--- config.mk ---
export PLATFORM = sky130hd
export DESIGN_NAME = seg_scan_driver
export DESIGN_NICKNAME = d
export VERILOG_FILES = /design/src/rtl/seg_scan_driver.sv
export SDC_FILE = /design/constraint.sdc
export NUM_CORES = 1
export LEC_CHECK = 0
export ABC_AREA = 1
export BUFFER_PORTS_ARGS = -buffer_cell sky130_fd_sc_hd__buf_2
export CELL_PAD_IN_SITES_DETAIL_PLACEMENT = 1
export CELL_PAD_IN_SITES_GLOBAL_PLACEMENT = 1
export CORE_MARGIN = 2
export CORE_UTILIZATION = 44
export CTS_CLUSTER_SIZE = 10
export DETAILED_ROUTE_END_ITERATION = 8
export GPL_TIMING_DRIVEN = 0
export PLACE_DENSITY = 0.84
export SLEW_MARGIN = 10
export SYNTH_ARGS = -nofsm -noshare
export SYNTH_HDL_FRONTEND = slang
export SYNTH_SLANG_ARGS = --single-unit
--- constraint.sdc ---
create_clock -name clk -period 2.95 [get_ports clk]
set_input_delay 0.1475 -clock clk [delete_from_list [all_inputs] [get_ports clk]]
set_output_delay 0.1475 -clock clk [all_outputs]
set_load 0.005 [all_outputs]
--- src/rtl/seg_scan_driver.sv ---
// Multiplexed 7-segment scanner: one digit slot per CLK_DIV cycles, with a dead time at the start of each slot.
// Loaded data is double-buffered and only reaches the display at a frame boundary. All outputs are registered.
module seg_scan_driver #(
  parameter int NUM_DIGITS     = 4,
  parameter int CLK_DIV        = 50000,
  parameter int BLANK_CYCLES   = 16,
  parameter int SEG_ACTIVE_LOW = 0,
  parameter int DIG_ACTIVE_LOW = 0
) (
  input  logic                    clk,
  input  logic                    rst_n,
  input  logic [4*NUM_DIGITS-1:0] digits,
  input  logic [NUM_DIGITS-1:0]   dp_in,
  input  logic [NUM_DIGITS-1:0]   blank_in,
  input  logic                    hex_mode,
  input  logic                    load,
  output logic [6:0]              seg,
  output logic                    dp_out,
  output logic [NUM_DIGITS-1:0]   digit_sel,
  output logic                    frame_done
);

  localparam int PW = $clog2(CLK_DIV);
  localparam int IW = (NUM_DIGITS > 1) ? $clog2(NUM_DIGITS) : 1;
  localparam logic [PW-1:0] PRE_LAST  = PW'(CLK_DIV - 1);
  localparam logic [IW-1:0] IDX_LAST  = IW'(NUM_DIGITS - 1);
  localparam logic [PW:0]   BLANK_END = (PW + 1)'(BLANK_CYCLES);
  localparam logic          SEG_INV   = (SEG_ACTIVE_LOW != 0);
  localparam logic          DIG_INV   = (DIG_ACTIVE_LOW != 0);

  typedef struct packed {
    logic [4*NUM_DIGITS-1:0] digits;
    logic [NUM_DIGITS-1:0]   dp;
    logic [NUM_DIGITS-1:0]   blank;
    logic                    hex;
  } disp_t;

  logic [PW-1:0] pre;
  logic [IW-1:0] idx;
  logic          slot_end;
  logic          frame_end;
  disp_t         pend;
  disp_t         disp;
  logic          pend_vld;

  assign slot_end  = (pre == PRE_LAST);
  assign frame_end = slot_end && (idx == IDX_LAST);

  always_ff @(posedge clk or negedge rst_n) begin
    if (!rst_n) begin
      pre <= '0;
      idx <= '0;
    end else if (slot_end) begin
      pre <= '0;
      idx <= frame_end ? '0 : idx + 1'b1;
    end else begin
      pre <= pre + 1'b1;
    end
  end

  // A load landing on the wrap cycle stays pending; the commit uses the older pending copy.
  always_ff @(posedge clk or negedge rst_n) begin
    if (!rst_n) begin
      pend     <= '0;
      disp     <= '0;
      pend_vld <= 1'b0;
    end else begin
      if (frame_end && pend_vld) disp <= pend;
      if (load) begin
        pend     <= '{digits: digits, dp: dp_in, blank: blank_in, hex: hex_mode};
        pend_vld <= 1'b1;
      end else if (frame_end) begin
        pend_vld <= 1'b0;
      end
    end
  end

  function automatic logic [6:0] decode(input logic [3:0] code, input logic hex);
    logic [6:0] s;
    case (code)
      4'h0: s = 7'b1111110;
      4'h1: s = 7'b0110000;
      4'h2: s = 7'b1101101;
      4'h3: s = 7'b1111001;
      4'h4: s = 7'b0110011;
      4'h5: s = 7'b1011011;
      4'h6: s = 7'b1011111;
      4'h7: s = 7'b1110000;
      4'h8: s = 7'b1111111;
      4'h9: s = 7'b1111011;
      4'hA: s = 7'b1110111;
      4'hB: s = 7'b0011111;
      4'hC: s = 7'b1001110;
      4'hD: s = 7'b0111101;
      4'hE: s = 7'b1001111;
      default: s = 7'b1000111;
    endcase
    if (code > 4'd9 && !hex) s = 7'b0000000;
    return s;
  endfunction

  logic [3:0]            cur_code;
  logic                  cur_dp;
  logic                  cur_blank;
  logic [6:0]            seg_nxt;
  logic                  dp_nxt;
  logic [NUM_DIGITS-1:0] sel_nxt;

  always_comb begin
    cur_code  = '0;
    cur_dp    = 1'b0;
    cur_blank = 1'b0;
    seg_nxt   = '0;
    dp_nxt    = 1'b0;
    sel_nxt   = '0;
    for (int i = 0; i < NUM_DIGITS; i++) begin
      if (idx == IW'(i)) begin
        cur_code  = disp.digits[4*i +: 4];
        cur_dp    = disp.dp[i];
        cur_blank = disp.blank[i];
      end
    end
    if ({1'b0, pre} >= BLANK_END) begin
      for (int i = 0; i < NUM_DIGITS; i++) sel_nxt[i] = (idx == IW'(i));
      if (!cur_blank) begin
        seg_nxt = decode(cur_code, disp.hex);
        dp_nxt  = cur_dp;
      end
    end
  end

  // Output flops hold pin-level values, so reset drives them straight to the off level.
  always_ff @(posedge clk or negedge rst_n) begin
    if (!rst_n) begin
      seg        <= {7{SEG_INV}};
      dp_out     <= SEG_INV;
      digit_sel  <= {NUM_DIGITS{DIG_INV}};
      frame_done <= 1'b0;
    end else begin
      seg        <= seg_nxt ^ {7{SEG_INV}};
      dp_out     <= dp_nxt ^ SEG_INV;
      digit_sel  <= sel_nxt ^ {NUM_DIGITS{DIG_INV}};
      frame_done <= frame_end;
    end
  end

endmodule

-- Word level (Yosys, flattened, before mapping)
Memory sizes are Yosys's and may differ from the RTL's.
Index checks and enable logic that the tools add are counted.
- output and inout port bits: 13
- bits in read-only memories: 112
- logic and storage cells: 52
- memories: 1
- latch bits: 0
- bits in registers: 82
- bits in writable memories: 0
- multiply operators: 0
- bitwise logic cells: 0
- mux-type cells: 22
- reduce and logical (&&, ||, !) cells: 6
- shift-type cells: 0
- divide/modulo/power cells: 0
- $add $sub $neg: 2
- order comparisons: 2
- equal/unequal tests: 4
- memories (name ; depth ; bits a word ; read ports ; clocked after memory_dff ; write ports ; RTL line ; text):
    (name not given) ; 16 ; 7 ; 1 ; 0 ; 0 ; 80 ; case (code)
- operators by type and width (cell ; count):
    7-bit 2-to-1 mux ; 3
    4-bit 2-to-1 mux ; 5
    16-bit by 1-bit adder with 16-bit output, second input constant ; 1
    16-bit equality test, second input constant ; 1
    16-bit by 5-bit >= comparator with 1-bit output, second input constant ; 1
    16-bit 2-to-1 mux ; 1
    1-bit 2-to-1 mux ; 12
    2-bit equality test, second input constant ; 2
    4-bit > comparator, second input constant ; 1
    1-bit logical AND ; 3
    2-bit by 1-bit adder with 2-bit output, second input constant ; 1
    2-bit by 1-bit equality test with 1-bit output, second input constant ; 1
    2-bit zero test ; 1
    2-bit 2-to-1 mux ; 1
    2-bit nonzero test ; 1
    1-bit zero test ; 1

-- Longest topological paths before layout
Gate-level depths: netlist of the first run.
- word-level depth: 10
- depth in mapped cells: 15
- depth with buffers taken out: 14

-- Worst setup path after synthesis of the first run
OpenSTA, ideal clock, no wires.
- kind: register to register
- from: register idx[0]
- to: register seg[3]
- data arrival time: 1930 ps
- clock period less this slack: 2050 ps
- data required time: 2830 ps
- stages on the path, launching flop included: 15
- setup time: 120 ps
- path slack: 900 ps
- path through: dfrtp_1 > inv_1 > ha_1 > buf_4 > inv_2 > nor2_1 > nor2_1 > a21boi_1 > inv_1 > ha_1 > inv_1 > nand2_1 > nand3_1 > nand2_1 > nor2_1
- word-level cells in the longest chain between the ends: 10
- elaborated cells between the ends (all ways): 18
- ends and longest elaborated chain (item ; RTL line ; text):
    from (decl) ; 39 ; logic [IW-1:0] idx;
    from (signal assigned) ; 55 ; idx <= frame_end ? '0 : idx + 1'b1;
    2-bit zero test ; 117 ; if (idx == IW'(i)) begin
    4-bit 2-to-1 mux (4 in a row) ; 117 ;
    4-bit > comparator ; 98 ; if (code > 4'd9 && !hex) s = 7'b0000000;
    1-bit logical AND ; 98 ;
    7-bit 2-to-1 mux ; 98 ;
    7-bit 2-to-1 mux * ; 125 ; if (!cur_blank) begin
    7-bit 2-to-1 mux * ; 123 ; if ({1'b0, pre} >= BLANK_END) begin
    via seg_nxt[3] ; 105 ; logic [6:0] seg_nxt;
    to (signal assigned) ; 135 ; seg <= {7{SEG_INV}};
    to (signal assigned) ; 140 ; seg <= seg_nxt ^ {7{SEG_INV}};
    to (decl) ; 17 ; output logic [6:0] seg,
The timed path passes the listed nets; every way through them passes the cells marked *.
A chain may end at the register's enable or synchronous reset.

-- Worst setup path after layout of the first run
- from: register idx[1]
- to: register seg[1]
Same word-level chain as after synthesis.

==> results.md, run 1 <==
* Synthesis Warnings at 0
* DRC viols at 0
* Final wirelength at 9.03 mm
* CTS Sinks at 82
* Final setup viols at 0
* Status: finished, final reports clean
* Fraction of registers with async set/reset at 100%
* Initial antenna violation count at 0
* Drt initial violations at 97
* Die ar. at 9690 um^2
* Max Root-Sink Buffers at 2
* Worst slew pin tran at 0.543 ns
* CORE AREA at 8680 um^2
* Critical path launch point type: register
* Met3 wire length at 237 um
* EDFF count, synth at 0
* Die height at 98.4 um
* Unrepaired setup endpoints after global routing: false
* Metal1 wirelength at 4.03 mm
* Initial core utilization at 45.2%
* HP Class: in -> reg
* Vias in the first global route at 3336
* Tot Pwr at 0.00203 W
* I/O pin total at 41
* Syn Nets at 492
* Hold_ws at 0.00898 ns
* Worst setup EP type: register
* Syn_area_per_cell at 8.68 um^2
* Max-slew headroom at 63.7%
* FILL cells at 1058
* # rows at 34
* Number of diodes at 0
* Worst Path Required at 3.23 ns
* First-pass GRT wire length at 15.8 mm
* Met2 Wirelength at 4.69 mm
* Mapped Area at 3920 um^2
* Worst Path Arrival at 2.78 ns
* Skew-Pair Late Insertion Delay at 0.36 ns
* Max Slew Vio Count at 0
* Maximum clock rate at 399 MHz
* Count of buffers from port buffering at 39
* Tot GR Track Use at 20.3%
* Gate Count Post-Synth at 452
* Via Count at 3153
* Largest net degree at the start of global routing at 68
* Root Driver: clkbuf_8
* Final Hold Vio Count at 0
* Antenna-violating nets left at 0
* Lkg Pwr at 2.43 nW
* TritonRoute pass-1 iters at 4
* Reg clk slew, reported paths at 0.09 ns
* Ranking of synthesized cells by area: dfrtp_1 (52%), nand2_1 (11%), o21ai_2 (5.6%), inv_1 (5.6%), o21ai_0 (4.2%)
* Tmin final at 2.50 ns
* Dpl hpwl at 6.54 mm
* Cts bufs inserted at 9
* Share of layout cells above drive strength 1 at 19.9%
* Clk_skew at 0.0170 ns
* Flops & latches, synth at 82
* Max-cap violations at 0
* Register area share after synthesis at 52.3%
* Final #Nets at 562
* TNS Setup at 0 ns
* Average vias per placed instance at 4.97
* DR top layer: met4
* Grt total ovfl at 0
* Post-synth top area cell: dfrtp_1
* Final period util at 84.9%
* H-tree Lvls at 3
* Power Dens Cells at 437 nW/um^2
* Ys flop type: dfrtp_1
* DR WL/cell at 14.2 um
* Synth top area share at 52.3%
* CTS tree: yes
* Peak VDD IR at 0.317 mV
* CP max FO at 9
* Area growth syn-to-layout at 18.5%
* Die width at 98.4 um
* Crit Path Class: reg -> reg
* Gpl congestion at 0.796
* Unique masters post-synth at 29
[critical path: stages, from the launching register on]
cell,delay [ns]
dfrtp_1,0.42
inv_1,0.11
ha_1,0.17
buf_2,0.21
inv_2,0.08
nand3_1,0.07
nand2_1,0.07
a21boi_1,0.44
inv_1,0.18
ha_1,0.26
nand2_1,0.12
o21ai_0,0.12
nand2_1,0.08
nand2_1,0.05
nor2_1,0.07
[worst paths after layout]
check                                             to            startpoint  cells past startpoint  slack (ns)
worst max-delay path                seg[1]$_DFF_PN0_    idx[1]$_DFFE_PN0P_                     14        0.45
worst min-delay path             pend[7]$_DFFE_PN0P_              dp_in[2]                      3       0.009
worst max register to register      seg[1]$_DFF_PN0_    idx[1]$_DFFE_PN0P_                     14        0.45
worst min register to register  disp[19]$_DFFE_PN0P_  disp[19]$_DFFE_PN0P_                      2        0.49
max in group asynchronous       disp[23]$_DFFE_PN0P_                 rst_n                      3        2.16
min in group asynchronous           pre[5]$_DFF_PN0_                 rst_n                      2        0.18
[power breakdown]
group / total (W) / switching [W] / internal [W] / leakage (nW)
logic: 0.000125 / 0.0000765 / 0.0000484 / 1.29
registers: 0.00116 / 0.00000786 / 0.00115 / 1.04
clock network: 0.000747 / 0.000435 / 0.000312 / 0.0900
total: 0.00203 / 0.000520 / 0.00151 / 2.43
[synth_stat cells (5+ instances only)]
cell      number
nand2_1      118
dfrtp_1       82
inv_1         58
nor2_1        38
o21ai_0       33
o21ai_2       25
nand3_1       23
ha_1          12
a21oi_1       11
clkbuf_1       6
nor3_1         6
buf_6          5
nand2_2        5
xor2_1         5
[cell usage in the layout, fill, tap and decap left out, drive strengths merged]
cell type,instances
a21boi,1
a21oi,12
a22oi,2
buf,48
clkbuf,15
clkinv,4
clkinvlp,1
dfrtp,82
dlygate4sd3,19
ha,12
inv,63
nand2,123
nand3,23
nand4,3
nor2,41
nor3,7
o21ai,61
o21bai,1
or2,2
xnor2,2
xor2,5
[cells by family after synthesis]
logic type                 share of synthesized area (%)
AOI/OAI and AO/OA                                   12.8
DFF                                                 52.3
xor gates and xnor gates                            1.56
and+or+nand+nor                                     21.2
buffers and inverters                               8.29
adders and majority gates                           3.83
[flip-flops by register name (all words and copies together), names as in the netlist, 2 cells and up]
| register | flops |
|---|---|
| idx | 2 |
| pend | 25 |
| pre | 16 |
| seg | 7 |
| digit_sel | 4 |
| disp | 25 |
[metal layers]
layer  up-vias  track usage (%)
met5         -                0
met4         0             4.43
met3         7             4.04
met2        43             36.7
met1      1546             25.4
li1       1557                -
[layout make-up]
type	instances	area (um^2)	area share, %
Timing Repair Buffer	59	415	8.93
Multi-Input combinational cell	295	1550	33.2
Clock buffer	9	124	2.66
Sequential cell	82	2050	44.1
Tap cell	108	135	2.91
Buffer	14	96.3	2.07
Clock inverter	7	52.6	1.13
Inverter	61	229	4.92
[stage by stage]
| stage | instance area (um^2) | instances | setup slack, ns | utilization [%] |
|---|---|---|---|---|
| floorplan | 3920 | 452 | 0.900 | - |
| global placement | 4250 | 599 | 0.655 | 49.0 |
| detailed placement | 4280 | 600 | 0.530 | 49.4 |
| CTS | 4640 | 634 | 0.409 | 53.5 |
| global route | 4650 | 635 | 0.161 | 53.6 |
| finish | 4650 | 635 | 0.446 | 53.6 |
[repair_timing]
action,in CTS,in global routing
hold buffers,18,1
hold endpoints to repair,88,1
gates resized for setup,0,0
setup buffers,0,0
No activity file was read; power rests on OpenSTA's default activity.
==> inputs of run 2 (changes only) <==
- CORE_UTILIZATION: 44 -> 40
- PLACE_DENSITY: 0.84 -> 0.8
- clock period: 2.95 -> 2.1 ns (I/O delays scaled with it)
==> run 2 against run 1 <==
Register-to-register slack got worse by 0.59 ns. Flip-flop and latch count unchanged. First-iteration DRC count is 9.3% higher. Highest routed layer unchanged. Clock skew is 0.00078 ns higher. The run now ends with setup timing left. Sequential share of layout area is 4.1 points lower.
==> results.md, run 2 (synthesis gave the netlist of run 1 again) <==
* Sequential Power Share at 54.1% (was 57.1%)
* PnR worst setup slack at -0.148 ns (was 0.446 ns)
* Switching part of the total at 25.1% (was 25.6%)
* DR WL/cell at 16.0 um (was 14.2 um)
* H-tree Lvls at 3 (unchanged)
* Number of diodes at 0 (unchanged)
* Final period util at 107% (was 84.9%)
* Reg area at 2050 um^2 (about the same)
* Int Power at 0.00226 W (was 0.00151 W)
* Die height at 103 um (was 98.4 um)
* Tot GR Track Use at 20.8% (was 20.3%)
* TritonRoute pass-1 iters at 4 (unchanged)
* Unrepaired setup endpoints after global routing: true (was false)
* Clk_skew at 0.0178 ns (was 0.0170 ns)
* Drt initial violations at 106 (was 97)
* Worst slew pin tran at 0.493 ns (was 0.543 ns)
* # placed instances at 625 (was 600)
* Cts bufs inserted at 9 (unchanged)
* Most frequent cells in the layout: nand2_1 (108), dfrtp_1 (80), inv_1 (54) (was nand2_1 (118), dfrtp_1 (82), inv_1 (58))
* Final Cell Area at 5140 um^2 (was 4650 um^2)
* Skew-Pair Late Insertion Delay at 0.38 ns (was 0.36 ns)
* Final wirelength at 10.9 mm (was 9.03 mm)
* Family with the most delay on the worst path: simple AND/OR/NAND/NOR gates (was buffers and inverters)
* Share of layout cells above drive strength 1 at 28.2% (was 19.9%)
* Grt total ovfl at 0 (unchanged)
* FILL cells at 1166 (was 1058)
* Area growth syn-to-layout at 31.0% (was 18.5%)
* Critical path, cell by cell: inv_2, buf_4, ha_4, nand3_1, nand2_1, nand2_1, nand2_1, nand2_4, ha_2, o21ai_2, nand2_2, nand2_4, nor2_1 (was inv_1, ha_1, buf_2, inv_2, nand3_1, nand2_1, a21boi_1, inv_1, ha_1, nand2_1, o21ai_0, nand2_1, nand2_1, nor2_1)
* Peak VDD IR at 0.480 mV (was 0.317 mV)
* CTS Sinks at 82 (unchanged)
* Clk pwr share at 39.7% (was 36.7%)
* Fin util at 53.3% (was 53.6%)
* Worst path buffer plus inverter count at 2 (was 4)
* Tmin final at 2.25 ns (was 2.50 ns)
* Multi-input logic area at 1760 um^2 (was 1550 um^2)
* Area after DPL at 4310 um^2 (was 4280 um^2)
* Final #Nets at 584 (was 562)
* Largest net degree at the start of global routing at 67 (was 68)
* Crit path largest cell delay at 0.48 ns (was 0.44 ns)
* Average vias per placed instance at 4.94 (was 4.97)
* Die width at 103 um (was 98.4 um)
* Via Count at 3370 (was 3153)
* CTS tree: yes (unchanged)
* Failing checks: setup timing
* I/O pin total at 41 (unchanged)
* Maximum clock rate at 445 MHz (was 399 MHz)
* Max-cap violations at 0 (unchanged)
* Combinational group share of total power at 6.2% (was 6.1%)
* Hold_ws at 0.121 ns (was 0.00898 ns)
* Gpl congestion at 0.823 (was 0.796)
* Antenna-violating nets left at 0 (unchanged)
* Worst setup EP type: register (unchanged)
* Status: complete, but fails checks (was finished, final reports clean)
* Most used cell, CP: nand2_1 (unchanged)
* Final setup viols at 7 (was 0)
* Count of buffers from port buffering at 39 (unchanged)
* Initial core utilization at 40.7% (was 45.2%)
* Critical path launch point type: register (unchanged)
* Psw at 0.000757 W (was 0.000520 W)
* Commonest non-fill, non-tap cell in the layout: nand2_1 (unchanged)
* First-pass GRT wire length at 16.8 mm (was 15.8 mm)
* HP Class: in -> reg (unchanged)
* Worst Path Arrival at 2.50 ns (was 2.78 ns)
* CP max-delay cell: dfrtp_2 (was a21boi_1)
* Worst Path Required at 2.35 ns (was 3.23 ns)
* Max Root-Sink Buffers at 2 (unchanged)
* # rows at 36 (was 34)
* Initial antenna violation count at 0 (unchanged)
* CP max FO at 7 (was 9)
* TNS Setup at -0.928 ns (was 0 ns)
* DRC viols at 0 (unchanged)
* Dpl hpwl at 6.71 mm (was 6.54 mm)
* Root Driver: clkbuf_8 (unchanged)
* Reg clk slew, reported paths at 0.10 ns (was 0.09 ns)
* Power Dens Cells at 587 nW/um^2 (was 437 nW/um^2)
* CORE AREA at 9640 um^2 (was 8680 um^2)
* Max Slew Vio Count at 0 (unchanged)
* Crit Path Class: reg -> reg (unchanged)
* Die ar. at 10600 um^2 (was 9690 um^2)
* Final Hold Vio Count at 0 (unchanged)
* Lkg Pwr at 2.58 nW (was 2.43 nW)
* Vias in the first global route at 3541 (was 3336)
* Final non-filler cell total at 682 (was 635)
* Max-slew headroom at 67.1% (was 63.7%)
* Largest regs: disp x25, pend x25, pre x16 (unchanged)
==> run 2: power groups by stage <==
stage / registers, W / clock network [W] / logic, W
after global placement: 0.00166 / 0 / 0.000137
after global routing: 0.00164 / 0.00128 / 0.000213
final: 0.00163 / 0.00120 / 0.000187
after detailed placement: 0.00166 / 0 / 0.000151
after floorplan: 0.00166 / 0 / 0.0000651
after CTS: 0.00163 / 0.00120 / 0.000188
==> run 2: metal layers <==
layer / track usage (%) / vias to the layer above / part of all wire, %
li1: - / 1591 / -
met1: 24.8 / 1688 / 41
met2: 37.1 / 66 / 53
met3: 3.59 / 25 / 2.7
met4: 8.40 / 0 / 2.6
met5: 0 / - / 0
==> run 2: worst paths after layout <==
kind | cells past startpoint | endpoint | slack, ns | from
min | 2 | pend[19]$_DFFE_PN0P_ | 0.12 | load
max reg2reg | 13 | seg[4]$_DFF_PN0_ | -0.15 | idx[0]$_DFFE_PN0P_
min reg2reg | 2 | disp[1]$_DFFE_PN0P_ | 0.49 | disp[1]$_DFFE_PN0P_
max in group asynchronous | 3 | pend[12]$_DFFE_PN0P_ | 1.34 | rst_n
max | 13 | seg[4]$_DFF_PN0_ | -0.15 | idx[0]$_DFFE_PN0P_
min in group asynchronous | 2 | pre[9]$_DFF_PN0_ | 0.14 | rst_n
==> run 2: stage by stage <==
step	power [W]	worst slack [ns]
2_1_floorplan	0.00172	0.0502
3_3_place_gp	0.00180	-0.222
3_5_place_dp	0.00181	-0.338
4_1_cts	0.00302	0.00211
5_1_grt	0.00312	-0.233
6_report	0.00302	-0.148
==> run 2: area by class of cell <==
class | count | area share, %
flip-flops and latches | 82 | 40.0
well taps | 133 | 3.24
plain buffers | 13 | 1.90
inverters | 61 | 4.65
multi-input cells | 295 | 34.2
repair buffers | 82 | 12.1
clock buffers | 10 | 2.48
clock inverters | 6 | 1.41
==> run 2: repair_timing <==
action | 4_1_cts | 5_1_grt
pin swaps | 2 | 14
resized for setup | 17 | 44
setup endpoints to repair | 7 | 7
buffers inserted | 7 | 9
hold buffers | 26 | 0
endpoints found under the hold margin | 107 | 0
==> inputs of run 3 (changes only) <==
- CORE_UTILIZATION: 40 -> 42
- CTS_BUF_LIST: not set -> sky130_fd_sc_hd__clkbuf_8
- PLACE_DENSITY: 0.8 -> 0.83
- SETUP_SLACK_MARGIN: not set -> 0.05
==> run 3 against run 2 <==
The flow still finishes with violations (setup timing). Wire length decreased by 2.0%. Worst setup slack improved by 0.14 ns. Via count is 1.2% lower.
==> results.md, run 3 (synthesis gave the netlist of run 1 again) <==
* Area growth syn-to-layout at 30.2% (was 31.0%)
* Crit path largest cell delay at 0.47 ns (was 0.48 ns)
* Die width at 101 um (was 103 um)
* Final setup viols at 2 (was 7)
* CP max FO at 7 (unchanged)
* # placed instances at 603 (was 625)
* M3 GR Usage at 3.19% (was 3.59%)
* Worst path buffer plus inverter count at 3 (was 2)
* Cts bufs inserted at 9 (unchanged)
* Root Driver: clkbuf_8 (unchanged)
* Failing checks: setup timing (unchanged)
* Clk_skew at 0.0153 ns (was 0.0178 ns)
* Reg clk slew, reported paths at 0.10 ns (about the same)
* Grt total ovfl at 0 (unchanged)
* Family with the most delay on the worst path: simple AND/OR/NAND/NOR gates (unchanged)
* HP Class: in -> reg (unchanged)
* Final Cell Area at 5110 um^2 (was 5140 um^2)
* Worst Path Required at 2.35 ns (about the same)
* Peak VDD IR at 0.312 mV (was 0.480 mV)
* Initial antenna violation count at 0 (unchanged)
* Status: complete, but fails checks (unchanged)
* Die ar. at 10100 um^2 (was 10600 um^2)
* Share of layout cells above drive strength 1 at 27.7% (was 28.2%)
* Largest net degree at the start of global routing at 66 (was 67)
* Via Count at 3328 (was 3370)
* GRT met2 Usage at 42.0% (was 37.1%)
* Maximum clock rate at 474 MHz (was 445 MHz)
* Critical Path Start: idx[0]$_DFFE_PN0P_ (unchanged)
* Post-Place Worst Slack at -0.405 ns (was -0.338 ns)
* Commonest non-fill, non-tap cell in the layout: nand2_1 (unchanged)
* TNS Setup at -0.0159 ns (was -0.928 ns)
* Worst Path Arrival at 2.36 ns (was 2.50 ns)
* PnR worst setup slack at -0.0106 ns (was -0.148 ns)
* CTS Sinks at 82 (unchanged)
* Power Dens Cells at 616 nW/um^2 (was 587 nW/um^2)
* Final #Nets at 581 (was 584)
* First-pass GRT wire length at 17.6 mm (was 16.8 mm)
* Global route hottest layer: met2 (unchanged)
* Critical path launch point type: register (unchanged)
* # rows at 35 (was 36)
* FF-to-FF Start: idx[0]$_DFFE_PN0P_ (unchanged)
* Worst setup EP type: register (unchanged)
* Initial core utilization at 42.9% (was 40.7%)
* Tmin final at 2.11 ns (was 2.25 ns)
* CORE AREA at 9150 um^2 (was 9640 um^2)
* Tot GR Track Use at 22.5% (was 20.8%)
* TritonRoute pass-1 iters at 4 (unchanged)
* HP Start: load (unchanged)
* Vias in the first global route at 3744 (was 3541)
* Most frequent cells in the layout: nand2_1 (111), dfrtp_1 (80), inv_1 (54) (was nand2_1 (108), dfrtp_1 (80), inv_1 (54))
* Worst slew pin tran at 0.525 ns (was 0.493 ns)
* Average vias per placed instance at 5.07 (was 4.94)
* Critical path, cell by cell: inv_4, ha_4, buf_6, buf_4, a21oi_1, nand2_1, nand3_4, nand2_4, ha_4, o21ai_4, nand2_2, nand2_4, nor2_1 (was inv_2, buf_4, ha_4, nand3_1, nand2_1, nand2_1, nand2_1, nand2_4, ha_2, o21ai_2, nand2_2, nand2_4, nor2_1)
* Final period util at 101% (was 107%)
* Fin util at 55.8% (was 53.3%)
* Final wirelength at 10.7 mm (was 10.9 mm)
* Largest regs: disp x25, pend x25, pre x16 (unchanged)
* Max Root-Sink Buffers at 2 (unchanged)
* Die height at 101 um (was 103 um)
* Dpl hpwl at 6.69 mm (was 6.71 mm)
* DR WL/cell at 16.3 um (was 16.0 um)
* Area after DPL at 4290 um^2 (was 4310 um^2)
* Max Slew Vio Count at 0 (unchanged)
* Lkg Pwr at 2.57 nW (was 2.58 nW)
* Antenna-violating nets left at 0 (unchanged)
* Gpl congestion at 0.830 (was 0.823)
* Max-slew headroom at 65.0% (was 67.1%)
* DRC viols at 0 (unchanged)
* Count of buffers from port buffering at 39 (unchanged)
* Max-cap violations at 0 (unchanged)
* CTS tree: yes (unchanged)
* GR Util met1 at 25.0% (was 24.8%)
* Number of diodes at 0 (unchanged)
* Final non-filler cell total at 657 (was 682)
* Final Hold Vio Count at 0 (unchanged)
* I/O pin total at 41 (unchanged)
* Drt initial violations at 103 (was 106)
* CP max-delay cell: dfrtp_2 (unchanged)
* Skew-Pair Late Insertion Delay at 0.36 ns (was 0.38 ns)
* FILL cells at 1056 (was 1166)
* Unrepaired setup endpoints after global routing: true (unchanged)
* H-tree Lvls at 3 (unchanged)
* Crit Path Class: reg -> reg (unchanged)
==> run 3: cell types whose count changed in the layout (fill, tap and decap cells not counted), moves of 3 or more <==
cell,previous run,this run
buf_4,16,12
nand2_1,108,111
nand2_2,11,8
nor2_1,35,32
==> run 3: final cells by class <==
class / count / area (um^2) / share of cell area, %
repair buffers: 78 / 592 / 11.6
plain buffers: 14 / 109 / 2.13
well taps: 111 / 139 / 2.72
clock inverters: 6 / 88.8 / 1.74
flip-flops and latches: 82 / 2050 / 40.2
inverters: 61 / 243 / 4.75
multi-input cells: 295 / 1740 / 34.1
clock buffers: 10 / 138 / 2.69
==> run 3: worst paths after layout <==
| kind | end | slack [ns] | depth (start not counted) |
|---|---|---|---|
| min in group asynchronous | pre[5]$_DFF_PN0_ | 0.15 | 2 |
| setup / recovery | seg[6]$_DFF_PN0_ | -0.01 | 13 |
| hold reg to reg | disp[19]$_DFFE_PN0P_ | 0.50 | 2 |
| hold / removal | pend[19]$_DFFE_PN0P_ | 0.10 | 2 |
| setup reg to reg | seg[6]$_DFF_PN0_ | -0.01 | 13 |
| max in group asynchronous | seg[5]$_DFF_PN0_ | 1.35 | 3 |
==> run 3: worst register-to-register path: stages, from the launching register on <==
cell,delay [ns]
dfrtp_2,0.47
inv_4,0.07
ha_4,0.16
buf_6,0.13
buf_4,0.14
a21oi_1,0.12
nand2_1,0.12
nand3_4,0.09
nand2_4,0.07
ha_4,0.19
o21ai_4,0.15
nand2_2,0.08
nand2_4,0.12
nor2_1,0.07
==> run 3: report_power, final <==
group	switching [W]	total (W)	internal (W)
combinational	0.000110	0.000187	0.0000764
clock	0.000623	0.00133	0.000705
sequential	0.0000115	0.00163	0.00162
==> run 3: timing repair <==
action | CTS | global route
endpoints found under the setup margin | 7 | 8
buffers inserted | 9 | 3
pin swaps | 9 | 11
hold endpoints to repair | 107 | 0
cloned | 0 | 0
resized for setup | 36 | 23
hold buffers | 26 | 0
==> run 3: layer usage <==
metal,wire [um],up-vias
li1,-,1597
met1,4410,1639
met2,5680,67
met3,267,25
met4,333,0
met5,0,-
==> run 3: stage by stage <==
stage	total power, W	hold WS [ns]
floorplan	0.00172	-0.191
global placement	0.00180	0.312
detailed placement	0.00181	-0.00163
CTS	0.00317	0.0863
global route	0.00328	0.116
finish	0.00315	0.104
